==> config.mk <==
export PLATFORM = sky130hd
export DESIGN_NAME = register_dump_streamer
export DESIGN_NICKNAME = d
export VERILOG_FILES = /design/src/rtl/register_dump_streamer.sv
export SDC_FILE = /design/constraint.sdc
export NUM_CORES = 1
export LEC_CHECK = 0
export CORE_AREA = 2 2 410 412
export DETAILED_ROUTE_END_ITERATION = 6
export DIE_AREA = 0 0 412 414
export GPL_ROUTABILITY_DRIVEN = 0
export PLACE_DENSITY_LB_ADDON = 0.25
export SLEW_MARGIN = 20
export SYNTH_ARGS = -nofsm -noshare
export SYNTH_HDL_FRONTEND = slang
export SYNTH_SLANG_ARGS = --single-unit
export TNS_END_PERCENT = 100
==> constraint.sdc <==
create_clock -name clk -period 235.4 [get_ports clk]
set_input_delay 47.08 -clock clk [delete_from_list [all_inputs] [get_ports clk]]
set_output_delay 47.08 -clock clk [all_outputs]
set_load 0.005 [all_outputs]
==> src/rtl/register_dump_streamer.sv <==
// rtl/register_dump_streamer.sv - snapshot 32 registers and stream them as a framed, checksummed byte sequence
module register_dump_streamer #(
  parameter logic [7:0] SYNC_BYTE = 8'hA5,
  parameter int         NUM_REGS  = 32
) (
  input  logic        clk,
  input  logic        reset,
  input  logic        start,
  input  logic [31:0] regs [0:NUM_REGS-1],
  output logic        busy,
  output logic        done,
  output logic [7:0]  tx_data,
  output logic        tx_valid,
  input  logic        tx_ready
);

  typedef enum logic [2:0] {
    IDLE,
    SYNC,
    IDX,
    DATA,
    CSUM
  } state_t;

  localparam logic [4:0] LAST_REG = 5'(NUM_REGS - 1);

  state_t      state, state_next;
  logic [4:0]  reg_idx, reg_idx_next;
  logic [1:0]  byte_idx, byte_idx_next;
  logic [7:0]  csum, csum_next;
  logic        done_next;
  logic        capture;
  logic        xfer;
  logic [31:0] snap [0:NUM_REGS-1];
  logic [31:0] cur_word;

  // A byte moves whenever one is presented and the sink takes it; in IDLE nothing is presented.
  assign xfer     = (state != IDLE) && tx_ready;
  assign cur_word = snap[reg_idx];

  // Snapshot buffer: loaded in the same edge that accepts start, never cleared.
  always_ff @(posedge clk) begin
    if (!reset && capture) begin
      for (int i = 0; i < NUM_REGS; i++) begin
        snap[i] <= regs[i];
      end
    end
  end

  // State, counters, checksum and the done pulse.
  always_ff @(posedge clk) begin
    if (reset) begin
      state    <= IDLE;
      reg_idx  <= 5'd0;
      byte_idx <= 2'd0;
      csum     <= 8'h00;
      done     <= 1'b0;
    end else begin
      state    <= state_next;
      reg_idx  <= reg_idx_next;
      byte_idx <= byte_idx_next;
      csum     <= csum_next;
      done     <= done_next;
    end
  end

  // Next-state logic and the presented byte; tx_data is a function of state only, never of tx_ready.
  always_comb begin
    state_next    = state;
    reg_idx_next  = reg_idx;
    byte_idx_next = byte_idx;
    csum_next     = csum;
    done_next     = 1'b0;
    capture       = 1'b0;
    tx_valid      = 1'b0;
    tx_data       = 8'h00;
    busy          = 1'b0;

    case (state)
      IDLE: begin
        if (start) begin
          capture       = 1'b1;
          state_next    = SYNC;
          reg_idx_next  = 5'd0;
          byte_idx_next = 2'd0;
          csum_next     = 8'h00;
        end
      end
      SYNC: begin
        tx_valid = 1'b1;
        busy     = 1'b1;
        tx_data  = SYNC_BYTE;
        if (xfer) begin
          state_next = IDX;
        end
      end
      IDX: begin
        tx_valid = 1'b1;
        busy     = 1'b1;
        tx_data  = {3'b000, reg_idx};
        if (xfer) begin
          csum_next     = csum ^ tx_data;
          byte_idx_next = 2'd0;
          state_next    = DATA;
        end
      end
      DATA: begin
        tx_valid = 1'b1;
        busy     = 1'b1;
        case (byte_idx)
          2'd0:    tx_data = cur_word[31:24];
          2'd1:    tx_data = cur_word[23:16];
          2'd2:    tx_data = cur_word[15:8];
          default: tx_data = cur_word[7:0];
        endcase
        if (xfer) begin
          csum_next = csum ^ tx_data;
          if (byte_idx != 2'd3) begin
            byte_idx_next = byte_idx + 2'd1;
          end else if (reg_idx != LAST_REG) begin
            reg_idx_next = reg_idx + 5'd1;
            state_next   = IDX;
          end else begin
            state_next = CSUM;
          end
        end
      end
      CSUM: begin
        tx_valid = 1'b1;
        busy     = 1'b1;
        tx_data  = csum;
        if (xfer) begin
          state_next = IDLE;
          done_next  = 1'b1;
        end
      end
      default: begin
        state_next = IDLE;
      end
    endcase
  end

endmodule

## After elaboration in Yosys (flattened, before gate mapping)

Memory sizes are Yosys's and may differ from the RTL's. A register that Yosys moved wholly into a read port is not among the register bits.
Cells that the tools add are included.

| word-level totals | value |
|---|---|
| register bits | 19 |
| bits in writable memories | 1024 |
| input bits | 1028 |
| output and inout port bits | 11 |
| memories kept | 1 |

| cells by class | value |
|---|---|
| $add $sub $neg | 2 |
| eq/ne operators | 16 |
| multiplexer cells | 33 |
| bitwise logic cells | 3 |
| reductions and logical operators | 14 |

Memory list:

| name | depth | width | rd ports | clocked after memory_dff | wr ports | RTL line | text |
|---|---|---|---|---|---|---|---|
| snap | 32 | 32 | 1 | 1 | 32 | 34 | `logic [31:0] snap [0:NUM_REGS-1];` |

Operators by type and width:

| cell | count |
|---|---|
| $pmux W8 S3 | 2 |
| $mux W8 | 4 |
| $pmux W8 S4 | 1 |
| $mux W5 | 6 |
| $mux W3 | 7 |
| $ne A2 B2 Y1 const B | 9 |
| $pmux W3 S5 | 1 |
| $pmux W5 S2 | 1 |
| $reduce_and A5 Y1 | 2 |
| $mux W2 | 4 |
| $xor A8 B5 Y8 | 1 |
| $xor A8 B8 Y8 | 1 |
| $eq A3 B2 Y1 const B | 2 |
| $mux W1 | 6 |
| $pmux W2 S3 | 1 |
| $reduce_and A6 Y1 | 1 |
| $reduce_bool A3 Y1 | 2 |
| $add A5 B1 Y5 const B | 1 |
| $ne A5 B5 Y1 const B | 1 |
| $reduce_and A4 Y1 | 1 |
| $reduce_or A4 Y1 | 1 |
| $eq A3 B1 Y1 const B | 1 |
| $eq A3 B3 Y1 const B | 1 |
| $logic_not A3 Y1 | 1 |
| 9 further kinds | 10 |

## Longest topological paths before layout

| depth | value |
|---|---|
| depth after elaboration | 7 |
| mapped depth | 14 |
| mapped depth without buffers | 8 |

## Least setup slack after synthesis

No wires, ideal clock.

| timing path | value |
|---|---|
| path kind | input port to flip-flop |
| from | input port reset |
| to | memory snap[0][0], enable pin |
| library setup time | 5.270 ns |
| arrival time | 150.584 ns |
| slack | 79.545 ns |
| stages | 2 |
| buffers on the path | 1 |
| path through | clkbuf_1 > nor4b_1 |

RTL lines:

| item | RTL line | text |
|---|---|---|
| from (decl) | 7 | `input logic reset,` |
| to (decl) | 34 |  |

==> flow_summary.yaml <==
worst_hold_path:
  whs_endpoint: "csum[0]"
  hold_start: "csum[0]"
  whs_path_depth: 2
  hold_class: "reg2reg"
route:
  vias_per_cell: 4.44
  drtIter0Drc: 1632
  drtPass1Iterations: 5
  drc: 0
  route.vias.total: 23200
  routed_wl_um: 156000
  ant_nets: 0
  routedWlPerCell_um: 29.8
final_layout:
  instances_no_fill: 5233
  layout_commonest_cell: "clkdlybuf4s50_1"
  finalNetCount: 3938
  layout_common_cells: "clkdlybuf4s50_1 (1038), edfxtp_1 (1024), mux4_2 (275)"
  syn_to_final_growth_pct: 41.6
  drive_gt1_frac: 0.178
timing:
  worst_slew_pin_slew_ps: 1120
  timing.final.max_slew_violations: 0
  period_share: 0.225
  min_period_ps: 53080
  finalClockSkew_ps: 30.9
  clock.fmax_mhz: 18.8
  hold_slack_ps: 468
  layout_setup_ws_ps: 182330
  max_slew_margin: 0.250
  hold_viol_final: 0
  grt_setup_unrepaired: "false"
  fin_tns_setup_ps: 0
  setup_viol: 0
synthesis:
  avgSynthCellArea_um2: 22.5
  synth_edf_count: 1024
  synth_nets: 2834
  yosysTopAreaCellShare: 0.759
  syn_area_um2: 40500
  ys_seq_area_frac: 0.771
  syn_inst: 1800
  ys.warnings.count: 0
  synthArstFlopShare: 0
  yosys-top-cells-area: "edfxtp_1 (76%), mux4_2 (15%), dfxtp_1 (1.2%), mux2i_1 (0.67%), mux2_2 (0.56%)"
  ys_seq_elements: 1048
  yosys.area.top_type: "edfxtp_1"
  synthFlopType: "edfxtp_1"
  ys_types: 62
cts:
  tritoncts: "built"
  ctsHtreeMaxLevel: 3
  path_clk_slew_ps: 60
  insertion_delay_ps: 770
  clock_sinks: 1048
  clockBufferDepth: 3
  ctsRootBufferMaster: "clkbuf_16"
  cts_resized: 0
  postCtsSetupBuffers: 0
  cts_inserted_buffers: 118
  cts_hold_buffers: 0
critical_path:
  slowest_stage: "dfxtp_4"
  required_ps: 188320
  slowest_delay_ps: 930
  path_depth: 10
  end_kind: "primary output"
  crit_arrival_ps: 6000
  path_buf_inv: 4
  critPathLaunchType: "flip-flop"
  cp_cell_sequence: "buf_4 -> buf_4 -> mux4_2 -> mux4_2 -> nand2_1 -> nand2_1 -> a221oi_1 -> o31ai_1 -> buf_4 -> clkdlybuf4s50_1"
  reg2reg_to: "csum[7]"
  r2r_slack_ps: 230630
  critPathMaxFanout: 36
  r2r_cells: 9
  path_class: "reg2out"
  critPathTopFamily: "buffers and inverters"
  path_common_cell: "buf_4"
global_routing:
  grt_max_degree: 193
  gr-total-overflow: 0
  grt_pass1_wl_um: 207000
  grt_pass1_vias: 24700
  antenna_found_initial: 62
  grt_usage: 0.179
power_and_ir_drop:
  power_leakage_nw: 18.1
  cellPowerDensity_nw_per_um2: 8.07
  peakVddDrop_v: 0.00000555
  p_total_uw: 463
placed_design:
  dp_hpwl_um: 118000
  dp_cells: 4988
  portBuffers: 1038
  post-place-ws_ps: 182910
die:
  row_count: 150
  start_util: 0.244
  coreArea_um2: 166000
  ios: 1039
  die_x_um: 412
  die_area_um2: 171000
  die-height_um: 414
status:
  outcome: "complete, no violations"
job:
  cap_violations: 0
[report_power, final]
group          internal (mW)  switching (mW)  leakage [nW]
logic                 0.0319          0.0246          6.66
registers              0.219         0.00458          9.64
clock network          0.104          0.0787          1.84
total                  0.355           0.108          18.1
[cells by family (layout without fill, tap and decap cells)]
| kind of cell | count (synthesis) | count (layout) | share of synthesized area |
|---|---|---|---|
| buffers and inverters | 111 | 1318 | 0.0161 |
| AOI/OAI and AO/OA | 157 | 157 | 0.0275 |
| xor gates and xnor gates | 4 | 4 | 0.000865 |
| muxes | 322 | 322 | 0.165 |
| and+or+nand+nor | 152 | 152 | 0.0178 |
| DFF | 1048 | 1048 | 0.771 |
| other | 0 | 22 | 0 |
| adders and majority gates | 6 | 6 | 0.00185 |
[routing by layer]
metal | GRT usage | wire length [um] | vias up
met2 | 0.314 | 80000 | 972
met1 | 0.213 | 60100 | 12000
li1 | - | - | 9974
met4 | 0.0458 | 3030 | 38
met3 | 0.0511 | 12300 | 210
met5 | 0 | 230 | -
[registers in the layout (all words and copies together) (netlist names), named ones only]
register and cells:
byte_idx 2, snap 1024, reg_idx 5, state 3, done 1, csum 8
[tightest hold or removal path: stages, from the launching register on]
cell,delay (ps)
dfxtp_1,320
inv_1,50
a2bb2oi_1,50
[synth_stat cells, drive strengths merged (9+ instances only)]
cell type	n
o211ai	12
o221ai	9
nand2	55
nor2	31
mux2	20
o21ai	26
mux4	275
dfxtp	24
o31ai	11
a21oi	20
a22oi	19
clkbuf	32
inv	10
nor3	12
a31oi	10
a221oi	13
mux2i	27
edfxtp	1024
buf	65
nand3	14
[worst max-delay path by stage]
stage,startpoint,end,slack (ps)
detailed placement,flip-flop,tx_data[7],182910
global route,flip-flop,tx_data[7],181770
CTS,flip-flop,tx_data[7],182020
finish,flip-flop,tx_data[7],182330
global placement,flip-flop,tx_data[0],182770
floorplan,reset,snap[0][0],79550
[stage by stage]
| stage | utilization | instance area [um2] |
|---|---|---|
| after detailed placement | 0.322 | 53500 |
| after global placement | 0.322 | 53500 |
| final | 0.345 | 57400 |
| after global routing | 0.345 | 57300 |
| after floorplan | - | 40500 |
| after CTS | 0.345 | 57300 |
[area by class of cell]
cell class                 instances  area [um2]
clock inverter                    80         766
sequential                      1048       31200
timing repair buffer            1081       10800
multi-input combinational        641        8670
tap                             2204        2760
clock buffer                     143        3050
antenna                           22        55.1
fill                           15800      109000
inverter                          14        55.1
(Power assumes the default switching activity.)
